**src/rtl/gaussian_window_ctrl_pkg.sv**
```systemverilog
// Shared definitions for the 5x5 Gaussian window sequencer: kernel radius,
// controller state encoding and the counter-width helper.
package gaussian_window_ctrl_pkg;

  localparam int KERNEL_RADIUS = 2;

  typedef enum logic [1:0] {
    ST_IDLE  = 2'd0,
    ST_SCAN  = 2'd1,
    ST_DRAIN = 2'd2,
    ST_DONE  = 2'd3
  } state_t;

  // Width of a counter that must hold values up to value-1.
  function automatic int clog2(input int value);
    return (value <= 1) ? 1 : $clog2(value);
  endfunction

endpackage

```
**src/rtl/gaussian_window_ctrl_raster_counter.sv**
```systemverilog
// Raster position counter: x runs 0..W_MAX-1 fastest, then y 0..H_MAX-1.
// Both wrap to zero after the final position so the next frame starts clean.
module raster_counter #(
  parameter int W_MAX = 722,
  parameter int H_MAX = 542,
  parameter int XW    = 10,
  parameter int YW    = 10
) (
  input  logic          clock,
  input  logic          reset,
  input  logic          clr,
  input  logic          en,
  output logic [XW-1:0] x,
  output logic [YW-1:0] y,
  output logic          last
);

  localparam logic [XW-1:0] X_LAST = XW'(W_MAX - 1);
  localparam logic [YW-1:0] Y_LAST = YW'(H_MAX - 1);

  logic [XW-1:0] r_x;
  logic [YW-1:0] r_y;
  logic          w_x_end;
  logic          w_last;

  assign w_x_end = (r_x == X_LAST);
  assign w_last  = w_x_end && (r_y == Y_LAST);

  // NOTE: sequential state uses non-blocking assignments so every register
  // samples pre-edge values regardless of statement order.
  always_ff @(posedge clock) begin
    if (reset || clr) begin
      r_x <= '0;
      r_y <= '0;
    end else if (en) begin
      if (w_x_end) begin
        r_x <= '0;
        r_y <= w_last ? '0 : r_y + 1'b1;
      end else begin
        r_x <= r_x + 1'b1;
      end
    end
  end

  assign x    = r_x;
  assign y    = r_y;
  assign last = w_last;

endmodule

```
**src/rtl/gaussian_window_ctrl.sv**
```systemverilog
// Frame sequencer for the 5x5 Gaussian stage: walks the padded raster, pops
// input pixels, injects flush zeros and pushes op_gaussian results downstream.
module gaussian_window_ctrl
  import gaussian_window_ctrl_pkg::*;
#(
  parameter int IMG_WIDTH  = 720,
  parameter int IMG_HEIGHT = 540,
  parameter int PAD        = KERNEL_RADIUS,
  localparam int XW        = clog2(IMG_WIDTH + 5),
  localparam int YW        = clog2(IMG_HEIGHT + 5)
) (
  input  logic          clock,
  input  logic          reset,
  input  logic          start,
  input  logic          in_empty,
  output logic          in_rd_en,
  input  logic          out_afull,
  output logic          out_wr_en,
  output logic          win_shift,
  output logic          win_zero,
  output logic [XW-1:0] x,
  output logic [YW-1:0] y,
  output logic          busy,
  output logic          done
);

  state_t        r_state;
  state_t        w_next;
  logic          r_wr_en;
  logic [XW-1:0] w_x;
  logic [YW-1:0] w_y;
  logic          w_last;
  logic          w_image;
  logic          w_out_pos;
  logic          w_step;
  logic          w_clr;

  raster_counter #(
    .W_MAX (IMG_WIDTH + PAD),
    .H_MAX (IMG_HEIGHT + PAD),
    .XW    (XW),
    .YW    (YW)
  ) u_raster (
    .clock (clock),
    .reset (reset),
    .clr   (w_clr),
    .en    (w_step),
    .x     (w_x),
    .y     (w_y),
    .last  (w_last)
  );

  assign w_image   = (w_x < XW'(IMG_WIDTH)) && (w_y < YW'(IMG_HEIGHT));
  assign w_out_pos = (w_x >= XW'(PAD)) && (w_y >= YW'(PAD));
  // Flush steps never touch the input FIFO, so they proceed while it is empty.
  assign w_step    = (r_state == ST_SCAN) && !out_afull && (!w_image || !in_empty);
  assign w_clr     = (r_state == ST_IDLE) && start;

  always_ff @(posedge clock) begin
    if (reset) begin
      r_state <= ST_IDLE;
      r_wr_en <= 1'b0;
    end else begin
      r_state <= w_next;
      // op_gaussian registers its result, so the push trails the step by one cycle.
      r_wr_en <= w_step && w_out_pos;
    end
  end

  // NOTE: every signal driven here gets a default first; a path that leaves
  // one unassigned would infer a latch.
  always_comb begin
    w_next    = r_state;
    win_shift = 1'b0;
    in_rd_en  = 1'b0;
    win_zero  = 1'b0;
    busy      = 1'b0;
    done      = 1'b0;
    unique case (r_state)
      ST_IDLE: begin
        if (start) w_next = ST_SCAN;
      end
      ST_SCAN: begin
        busy      = 1'b1;
        win_shift = w_step;
        in_rd_en  = w_step && w_image;
        win_zero  = w_step && !w_image;
        if (w_step && w_last) w_next = ST_DRAIN;
      end
      ST_DRAIN: begin
        busy   = 1'b1;
        w_next = ST_DONE;
      end
      ST_DONE: begin
        done   = 1'b1;
        w_next = ST_IDLE;
      end
      default: w_next = ST_IDLE;
    endcase
  end

  assign out_wr_en = r_wr_en;
  assign x         = w_x;
  assign y         = w_y;

endmodule

```
**config.mk**
```make
export PLATFORM = sky130hd
export DESIGN_NAME = gaussian_window_ctrl
export DESIGN_NICKNAME = d
export VERILOG_FILES = /design/src/rtl/gaussian_window_ctrl_pkg.sv /design/src/rtl/gaussian_window_ctrl_raster_counter.sv /design/src/rtl/gaussian_window_ctrl.sv
export SDC_FILE = /design/constraint.sdc
export NUM_CORES = 1
export LEC_CHECK = 0
export CORE_MARGIN = 5
export CORE_UTILIZATION = 44
export CTS_CLUSTER_DIAMETER = 100
export CTS_CLUSTER_SIZE = 8
export DETAILED_ROUTE_END_ITERATION = 8
export PLACE_DENSITY = 0.83
export SETUP_SLACK_MARGIN = 0.15
export SYNTH_ARGS = -nofsm -noshare
export SYNTH_HDL_FRONTEND = slang
export SYNTH_SLANG_ARGS = --single-unit
```
**constraint.sdc**
```tcl
create_clock -name clock -period 2.05 [get_ports clock]
set_clock_uncertainty 0.2 [all_clocks]
set_input_delay 0.205 -clock clock [delete_from_list [all_inputs] [get_ports clock]]
set_output_delay 0.205 -clock clock [all_outputs]
set_load 0.05 [all_outputs]
```
==> impl_metrics.json <==
{
  "outcome": "complete, but fails checks",
  "violations": "negative setup slack",
  "grt_usage": 0.236,
  "grt_pass1_wl_mm": 7.73,
  "synth_edf_count": 0,
  "final_util": 0.819,
  "synth-simple-area-share": 0.323,
  "n_fill_cell": 161,
  "reg2reg_from": "u_raster.y[7]",
  "worst_slack_ps": -317,
  "routed_wl_mm": 5.55,
  "fin_nets": 241,
  "worst_slew_margin_rel": 0.660,
  "syn_to_final_growth_pct": 75.3,
  "overflow": 0,
  "io-pin-count": 31,
  "cts_hold_buf": 0,
  "root_buffer": "clkbuf_4",
  "synth_seq_area_share": 0.351,
  "finalSetupViolations": 24,
  "min_period_ps": 2370,
  "worstPathRequired_ps": 1640,
  "max_freq_ghz": 0.423,
  "dp_slack_ps": -103,
  "synth_ff_type": "dfxtp_1",
  "diodes": 0,
  "firstDrtPassIters": 6,
  "grt_max_degree": 14,
  "cts_buffer_depth": 2,
  "vias_per_cell": 6.57,
  "worstSetupEndpointType": "output pin",
  "start_util": 0.467,
  "dieArea_um2": 4170,
  "final-max-slew-violation-count": 0,
  "die_h_um": 64.6,
  "design_area_um2": 2300,
  "async_flop_share": 0,
  "rows": 19,
  "dp.cells": 237,
  "startpoint": "u_raster.y[7]",
  "hold_viol_final": 0,
  "yosys.area_share.adder": 0.0859,
  "core_um2": 2810,
  "tightest_slew_ps": 509,
  "crit_type": "reg -> out",
  "path_clk_slew_ps": 130,
  "multi_input_area_um2": 1060,
  "synth-xor-area-share": 0.0735,
  "reg2reg_setup_slack_ps": -230,
  "worstHoldStart": "u_raster.x[1]",
  "min_period_over_period": 1.15,
  "yosysUniqueCellTypes": 35,
  "synth.avg_cell_area_um2": 8.35,
  "dp_hpwl_mm": 3.10,
  "synth_top_family_by_area": "simple AND/OR/NAND/NOR gates",
  "yosys_warnings": 0,
  "synth_area_um2": 1310,
  "die_w_um": 64.6,
  "clock_latency_ps": 310,
  "min_path_cells": 2,
  "whs_endpoint": "u_raster.x[1]",
  "rr_endpoint": "u_raster.x[5]",
  "drt-wirelength-per-cell_um": 21.6,
  "startpoint_type": "register",
  "drc": 0,
  "drive_gt1_frac": 0.473,
  "synth_nets": 171,
  "grt_pass1_vias": 1529,
  "place_area_um2": 1950,
  "reg2regPathDepth": 8,
  "fin_cells": 257,
  "port_buffers": 30,
  "antenna_found_initial": 0,
  "hp-class": "reg -> reg",
  "muxShareOfSynthArea": 0.00763,
  "cts_tree": "built",
  "seqCellArea_um2": 509,
  "power_density_nw_per_um2": 642,
  "h-tree-depth": 1,
  "cts_buffers": 3,
  "maxCapViolCount": 0,
  "cp_max_fo": 3,
  "cts_num_sinks": 23,
  "p_leak_nw": 0.995,
  "rsz0062_at_grt": "true",
  "peakVddDrop_v": 0.000403,
  "ys_ff_latch": 23,
  "ant_nets": 0,
  "cp.arrival_ps": 1960,
  "vias": 1688,
  "syn_inst": 157,
  "gp_congestion": 0.894,
  "synth-compound-area-share": 0.127,
  "drt_iter0_drc": 169
}
-- cells by family (layout without fill, tap and decap cells) --
family,count (synthesis),count (layout)
AND/OR/NAND/NOR,78,78
AO/OA/AOI/OAI,26,26
flip-flops,23,23
XOR/XNOR,11,11
adder cells (fa/ha/maj),9,9
buffers and inverters,9,78
multiplexers,1,1
-- Yosys cell counts (2+ instances only) --
library cell / instances / area, µm²
o211ai_1: 2 / 15.0
nand3_1: 8 / 40.0
a211oi_1: 2 / 15.0
o21ai_0: 3 / 15.0
nand4_1: 6 / 37.5
dfxtp_1: 23 / 460
inv_1: 6 / 22.5
nor3_1: 9 / 45.0
o31ai_1: 4 / 30.0
and3_1: 3 / 18.8
nor4_1: 4 / 25.0
or4_4: 2 / 22.5
ha_1: 9 / 113
nor2_1: 17 / 63.8
nor2b_1: 2 / 12.5
a21oi_1: 8 / 40.0
or4_1: 7 / 52.6
xor2_1: 7 / 61.3
nand2_1: 15 / 56.3
xnor2_1: 4 / 35.0
o21a_1: 2 / 15.0
-- how the worst max path moves through the flow --
stage                     slack [ps]       endpoint
final                           -320      win_shift
after global placement           -50  u_raster.y[5]
after global routing            -360      win_shift
after detailed placement        -100  u_raster.y[8]
after CTS                       -300      win_shift
after floorplan                 -150  u_raster.y[0]
-- per-layer routing --
layer	vias to the layer above	global-route usage	wire, µm
met2	135	0.403	2660
met1	796	0.294	2140
met4	0	0.103	291
met3	42	0.0345	451
li1	715	-	-
met5	-	0	0
-- cell type report --
cell class,instances,area share
clock buffers,3,0.00980
multi-input cells,125,0.459
inverters,6,0.0114
clock inverters,1,0.00218
repair buffers,68,0.279
well taps,31,0.0169
flip-flops and latches,23,0.222
-- state kept, by name, summed over array words and instances (netlist names) --
| register | count |
|---|---|
| r_state | 2 |
| u_raster.x | 10 |
| out_wr_en | 1 |
| u_raster.y | 10 |
-- metrics by stage --
stage	total power [mW]	hold slack (ps)	TNS, ps
after floorplan	0.838	77.4	-1070
after global placement	1.07	302	-626
after detailed placement	1.09	312	-1510
after CTS	1.41	333	-1500
after global routing	1.54	375	-4630
final	1.48	366	-3470
-- what timing repair did --
action,4_1_cts,5_1_grt
setup endpoints to repair,44,26
gates cloned,0,1
gates resized for setup,44,21
buffers inserted,11,4
pin swaps,16,8
-- worst max-delay path, stage by stage (launching register included) --
cell        delay (ps)
dfxtp_4            370
or4_4              580
o21a_4             240
o21ai_4            160
clkinvlp_4         130
buf_6              160
-- cell usage in the layout, fill, tap and decap left out, drive strengths merged, types with 2 or more instances in the layout --
cell,Yosys,layout
o21ai,4,4
or4,10,10
nor4,5,5
dfxtp,23,23
nand4,6,6
nand2,15,15
buf,2,42
nor3,9,9
dlygate4sd2,0,19
and3,3,3
o31ai,4,4
clkdlybuf4s50,0,5
clkbuf,1,4
inv,6,5
a211oi,2,2
nor2,18,18
nor2b,2,2
o21a,2,2
xor2,7,7
ha,9,9
a21oi,8,8
o211ai,2,2
nand3,8,8
xnor2,4,4
-- report_power, final --
part	internal, mW	switching, mW
Combinational	0.349	0.425
Sequential	0.463	0.0228
Clock	0.0730	0.143
Note: power is estimated with default switching activity, not from simulation.
